$ cat src/rtl/seg7_pattern_decoder_if.sv
// Result channel of the 7-seg readback decoder: decoded value, error flag,
// valid/ready handshake and the sticky overrun flag with its clear.
interface seg7_pattern_decoder_if;
  logic [4:0] out_num;
  logic       out_err;
  logic       out_valid;
  logic       out_ready;
  logic       overrun;
  logic       overrun_clr;

  modport master (
    output out_num,
    output out_err,
    output out_valid,
    output overrun,
    input  out_ready,
    input  overrun_clr
  );

  modport slave (
    input  out_num,
    input  out_err,
    input  out_valid,
    input  overrun,
    output out_ready,
    output overrun_clr
  );
endinterface

$ cat src/rtl/seg7_pattern_decoder.sv
// Samples an active-low 7-seg bus, accepts a pattern after STABLE_CYCLES identical samples
// and decodes it into a one-entry valid/ready result buffer; a full buffer is overwritten.
module seg7_pattern_decoder #(
  parameter int STABLE_CYCLES = 4
) (
  input  logic                  clk,
  input  logic                  reset_n,
  input  logic [6:0]            Hex,
  seg7_pattern_decoder_if.master bus
);

  localparam int CW = $clog2(STABLE_CYCLES) + 1;
  localparam logic [CW-1:0] RUN_SAT  = CW'(STABLE_CYCLES);
  localparam logic [CW-1:0] RUN_LAST = CW'(STABLE_CYCLES - 1);

  logic [6:0]    hex_q;
  logic [CW-1:0] run_cnt;
  logic          same;
  logic          commit;
  logic [4:0]    dec_num;
  logic          dec_err;

  assign same   = (Hex == hex_q);
  // Saturation at RUN_SAT keeps a held pattern from committing more than once.
  assign commit = same && (run_cnt == RUN_LAST);

  // At the commit edge Hex equals hex_q, so decoding the register is equivalent.
  always_comb begin
    dec_num = 5'd31;
    dec_err = 1'b0;
    case (hex_q)
      7'h40: dec_num = 5'd0;
      7'h79: dec_num = 5'd1;
      7'h24: dec_num = 5'd2;
      7'h30: dec_num = 5'd3;
      7'h19: dec_num = 5'd4;
      7'h12: dec_num = 5'd5;
      7'h02: dec_num = 5'd6;
      7'h78: dec_num = 5'd7;
      7'h00: dec_num = 5'd8;
      7'h10: dec_num = 5'd9;
      7'h08: dec_num = 5'd10;
      7'h03: dec_num = 5'd11;
      7'h46: dec_num = 5'd12;
      7'h21: dec_num = 5'd13;
      7'h06: dec_num = 5'd14;
      7'h0E: dec_num = 5'd15;
      7'h7F: dec_num = 5'd16;
      default: begin
        dec_num = 5'd31;
        dec_err = 1'b1;
      end
    endcase
  end

  always_ff @(posedge clk or negedge reset_n) begin
    if (!reset_n) begin
      hex_q         <= 7'h7F;
      run_cnt       <= '0;
      bus.out_num   <= 5'd0;
      bus.out_err   <= 1'b0;
      bus.out_valid <= 1'b0;
      bus.overrun   <= 1'b0;
    end else begin
      hex_q <= Hex;
      if (!same)
        run_cnt <= CW'(1);
      else if (run_cnt != RUN_SAT)
        run_cnt <= run_cnt + 1'b1;

      if (commit) begin
        bus.out_num   <= dec_num;
        bus.out_err   <= dec_err;
        bus.out_valid <= 1'b1;
      end else if (bus.out_valid && bus.out_ready) begin
        bus.out_valid <= 1'b0;
      end

      // Set has priority over a simultaneous clear.
      if (commit && bus.out_valid && !bus.out_ready)
        bus.overrun <= 1'b1;
      else if (bus.overrun_clr)
        bus.overrun <= 1'b0;
    end
  end

endmodule
$ cat src/flat_wrapper.sv
// flat-port wrapper written by rule: the top's interface ports become plain ports
module seg7_pattern_decoder_flat 
#(
  parameter int STABLE_CYCLES = 4
)
  (clk, reset_n, Hex, bus_out_num, bus_out_err, bus_out_valid, bus_overrun, bus_out_ready, bus_overrun_clr);
  seg7_pattern_decoder_if bus_i ();
  input  logic clk;
  input  logic reset_n;
  input  logic [6:0] Hex;
  output wire logic [$bits(bus_i.out_num)-1:0] bus_out_num;
  output wire logic [$bits(bus_i.out_err)-1:0] bus_out_err;
  output wire logic [$bits(bus_i.out_valid)-1:0] bus_out_valid;
  output wire logic [$bits(bus_i.overrun)-1:0] bus_overrun;
  input wire logic [$bits(bus_i.out_ready)-1:0] bus_out_ready;
  input wire logic [$bits(bus_i.overrun_clr)-1:0] bus_overrun_clr;
  assign bus_out_num = bus_i.out_num;
  assign bus_out_err = bus_i.out_err;
  assign bus_out_valid = bus_i.out_valid;
  assign bus_overrun = bus_i.overrun;
  assign bus_i.out_ready = bus_out_ready;
  assign bus_i.overrun_clr = bus_overrun_clr;
  seg7_pattern_decoder #(.STABLE_CYCLES(STABLE_CYCLES)) u_core (.clk(clk), .reset_n(reset_n), .Hex(Hex), .bus(bus_i));
endmodule
$ cat config.mk
export PLATFORM = sky130hd
export DESIGN_NAME = seg7_pattern_decoder_flat
export DESIGN_NICKNAME = d
export VERILOG_FILES = /design/src/rtl/seg7_pattern_decoder_if.sv /design/src/rtl/seg7_pattern_decoder.sv /design/src/flat_wrapper.sv
export SDC_FILE = /design/constraint.sdc
export NUM_CORES = 1
export LEC_CHECK = 0
export ABC_AREA = 0
export CORE_MARGIN = 3
export CORE_UTILIZATION = 31
export CTS_CLUSTER_DIAMETER = 30
export CTS_CLUSTER_SIZE = 8
export DETAILED_ROUTE_END_ITERATION = 7
export PLACE_DENSITY = 0.65
export SETUP_SLACK_MARGIN = 0.15
export SLEW_MARGIN = 20
export SYNTH_ARGS = -nofsm -noshare
export SYNTH_HDL_FRONTEND = slang
export SYNTH_SLANG_ARGS = --single-unit
export TNS_END_PERCENT = 5
$ cat constraint.sdc
create_clock -name clk -period 1.7 [get_ports clk]
set_input_delay 0.255 -clock clk [delete_from_list [all_inputs] [get_ports clk]]
set_output_delay 0.255 -clock clk [all_outputs]
set_load 0.02 [all_outputs]
==> results.toml <==
[run_status]
status = "finished, violations left"
violations = "negative setup slack"

[worst_setup_path]
worst_ep_arrival_time_ns = 1.99
r2r_setup_slack_ns = -0.11
max_stage_delay_ns = 0.58
critical_path.top_delay_family = "flip-flops"
path_class = "register to register"
required_ns = 1.88
endpoint = "u_core.bus.out_num[4]"
crit_path_start = "u_core.hex_q[2]"
r2r_cells = 7
critPathMaxFanout = 5
critPathLaunchType = "register"
path_cells = "buf_2 > nor3_1 > a31oi_1 > o41ai_2 > buf_4 > or3_4 > a31oi_2"
crit_buf_inv = 2
r2r_end = "u_core.bus.out_num[4]"
critPathSlowestCell = "dfstp_2"
crit_cells = 7
end_kind = "register"
worstReg2RegStart = "u_core.hex_q[2]"

[timing]
max_slew_margin_pct = 74.5
finalSetupViolations = 6
hold_viol = 0
tightest_slew_ns = 0.378
rsz0062_at_grt = "yes"
fmax_mhz = 552
skew_ns = 0.00731
fin_crit_sh_pct = 106
timing.final.ws_setup_ns = -0.110
final_max_slew_viol_count = 0
period_needed_ns = 1.81
timing.hold.ws_ns = 0.458

[flow_run]
cap_viol_max_count = 0

[synthesis]
synth_seq_area_share_pct = 39.0
synth_top_flop_cell = "dfrtp_1"
synth_xor_area_share_pct = 8.19
netlist_area_mm2 = 0.00118
synthAdderAreaFrac_pct = 3.19
synth-simple-area-share_pct = 23.4
syn_nets = 135
synthCells = 121
synthMuxAreaShare_pct = 0.957
synth_compound_area_share_pct = 16.2
synth-seq-cells = 18
synth_top_family_by_area = "simple AND/OR/NAND/NOR gates"
synth_cell_types = 40
ys_warn_count = 0
syn_area_per_cell_um2 = 9.72
synth-async-reset-ratio_pct = 100
synth_edf_count = 0

[cts]
cts_buffer_depth = 2
root_buffer = "clkbuf_8"
clk_pin_slew_ns = 0.07
postCtsHoldBufs = 0
worstSkewPairLatency_ns = 0.25
cts_tree = "done"
cts-buffers-inserted = 3
cts.sinks = 18
htree_levels = 1

[detailed_routing]
drc = 0
wl_per_cell_um = 13.0
dr.pass1.iters = 4
first_iter_violations = 24
ant_nets = 0
via_per_inst = 5.06
via_count = 1073
drt_wl_total_um = 2750

[grt]
grt_max_degree = 14
track_usage_pct = 12.9
grt_overflow = 0
grt_pass1_wl_um = 4550
antenna_found_initial = 0
grtUsageMet3_pct = 3.00
met2_usage_pct = 22.6
globalRoute.busiestLayer = "met2"
gr-usage-met1_pct = 15.4
grt_pass1_vias = 1046

[floorplan]
ios = 19
die_x_um = 67.6
core-area_mm2 = 0.00349
initial_core_util_pct = 33.7
rows = 21
die-area_mm2 = 0.00457
die_height_um = 67.6

[power_and_ir_drop]
power.density_mw_per_mm2 = 555
peakVddDrop_v = 0.000545
leakage_uw = 0.000748

[place]
post-place-ws_ns = -0.374
dp_hpwl_um = 2030
port_buffers = 18
place_congestion = 0.958

[layout]
drive_above_1_share_pct = 40.4
diodes = 0
area.growth.synth_to_final_pct = 49.6
fin_nets = 181

[hold_path]
hold_start = "Hex[5]"
hp-class = "input pin to register"
## per-layer routing
layer  vias to the layer above  routed length, um
met5                         -                  0
met4                         0                  9
met3                         2                155
met2                        29               1470
met1                       508               1110
li1                        534                  -
## flip-flops by register name (all words and copies together), names as in the netlist
register,cells
u_core.bus.out_err,1
u_core.bus.out_num,5
u_core.bus.out_valid,1
u_core.bus.overrun,1
u_core.hex_q,7
u_core.run_cnt,3
## kinds of logic after synthesis
kind of cell             Yosys count
flip-flops                        18
multiplexers                       1
XOR/XNOR                          11
adder cells (fa/ha/maj)            3
AND/OR/NAND/NOR                   45
buffers and inverters             18
AO/OA/AOI/OAI                     25
## synth_stat cells, types with 3 or more instances
cell / n / share of area, %
o32a_1: 3 / 2.6
o21ai_0: 5 / 2.1
xor2_1: 8 / 6.0
nor2_1: 8 / 2.6
inv_1: 6 / 1.9
nor3_1: 4 / 1.7
xnor2_1: 3 / 2.2
dfrtp_1: 11 / 23
buf_2: 7 / 3.0
dfstp_2: 7 / 16
ha_1: 3 / 3.2
buf_6: 4 / 3.8
a31oi_1: 3 / 1.6
nand3_1: 10 / 4.3
nand2_1: 4 / 1.3
a21oi_1: 5 / 2.1
## cells in the final DEF, fill, tap and decap left out, types with 2 or more instances in the layout
cell	n
a21oi_1	5
clkdlybuf4s50_1	18
nor3_1	3
dfstp_2	7
a31oi_1	2
nand2_1	3
nand3_2	3
dfrtp_1	11
ha_1	3
clkbuf_8	3
o21ai_0	3
xor2_1	7
and3b_1	2
xnor2_1	3
inv_1	6
buf_6	6
buf_4	26
nand3_1	7
nor2_1	8
o32a_1	3
## report_power, final
group          switching, uW  internal (uW)
Combinational           98.0            119
Sequential              13.7            446
Clock                    134            166
## metrics by stage
step | utilization (%) | cells | power, uW | setup TNS (ns) | area (um^2)
CTS | 47.7 | 208 | 972 | -0.533 | 1670
finish | 50.3 | 212 | 977 | -0.497 | 1760
global placement | 43.9 | 198 | 639 | -1.88 | 1540
floorplan | - | 121 | 558 | -0.246 | 1190
detailed placement | 43.9 | 198 | 643 | -2.16 | 1540
global route | 50.3 | 212 | 1030 | -1.07 | 1760
## worst min path at each step
stage,end,slack [ns],cells past startpoint
after floorplan,u_core.bus.out_err,-0.04,0
after CTS,u_core.hex_q[5],0.45,1
after detailed placement,u_core.bus.out_num[2],0.50,1
final,u_core.hex_q[5],0.46,1
after global placement,u_core.bus.out_valid,0.49,2
after global routing,u_core.hex_q[5],0.45,1
## timing repair
action / CTS / global route
pin swaps: 12 / 9
setup endpoints to repair: 7 / 9
buffers inserted: 6 / 3
resized for setup: 12 / 13
gates cloned: 0 / 1
## layout make-up
| cell class | count | area [um^2] |
|---|---|---|
| clock buffers | 4 | 45.0 |
| repair buffers | 52 | 468 |
| well taps | 46 | 57.6 |
| fillers | 327 | 1740 |
| multi-input cells | 85 | 703 |
| flip-flops and latches | 18 | 459 |
| inverters | 7 | 26.3 |
Power figures use the tool's default switching activity.
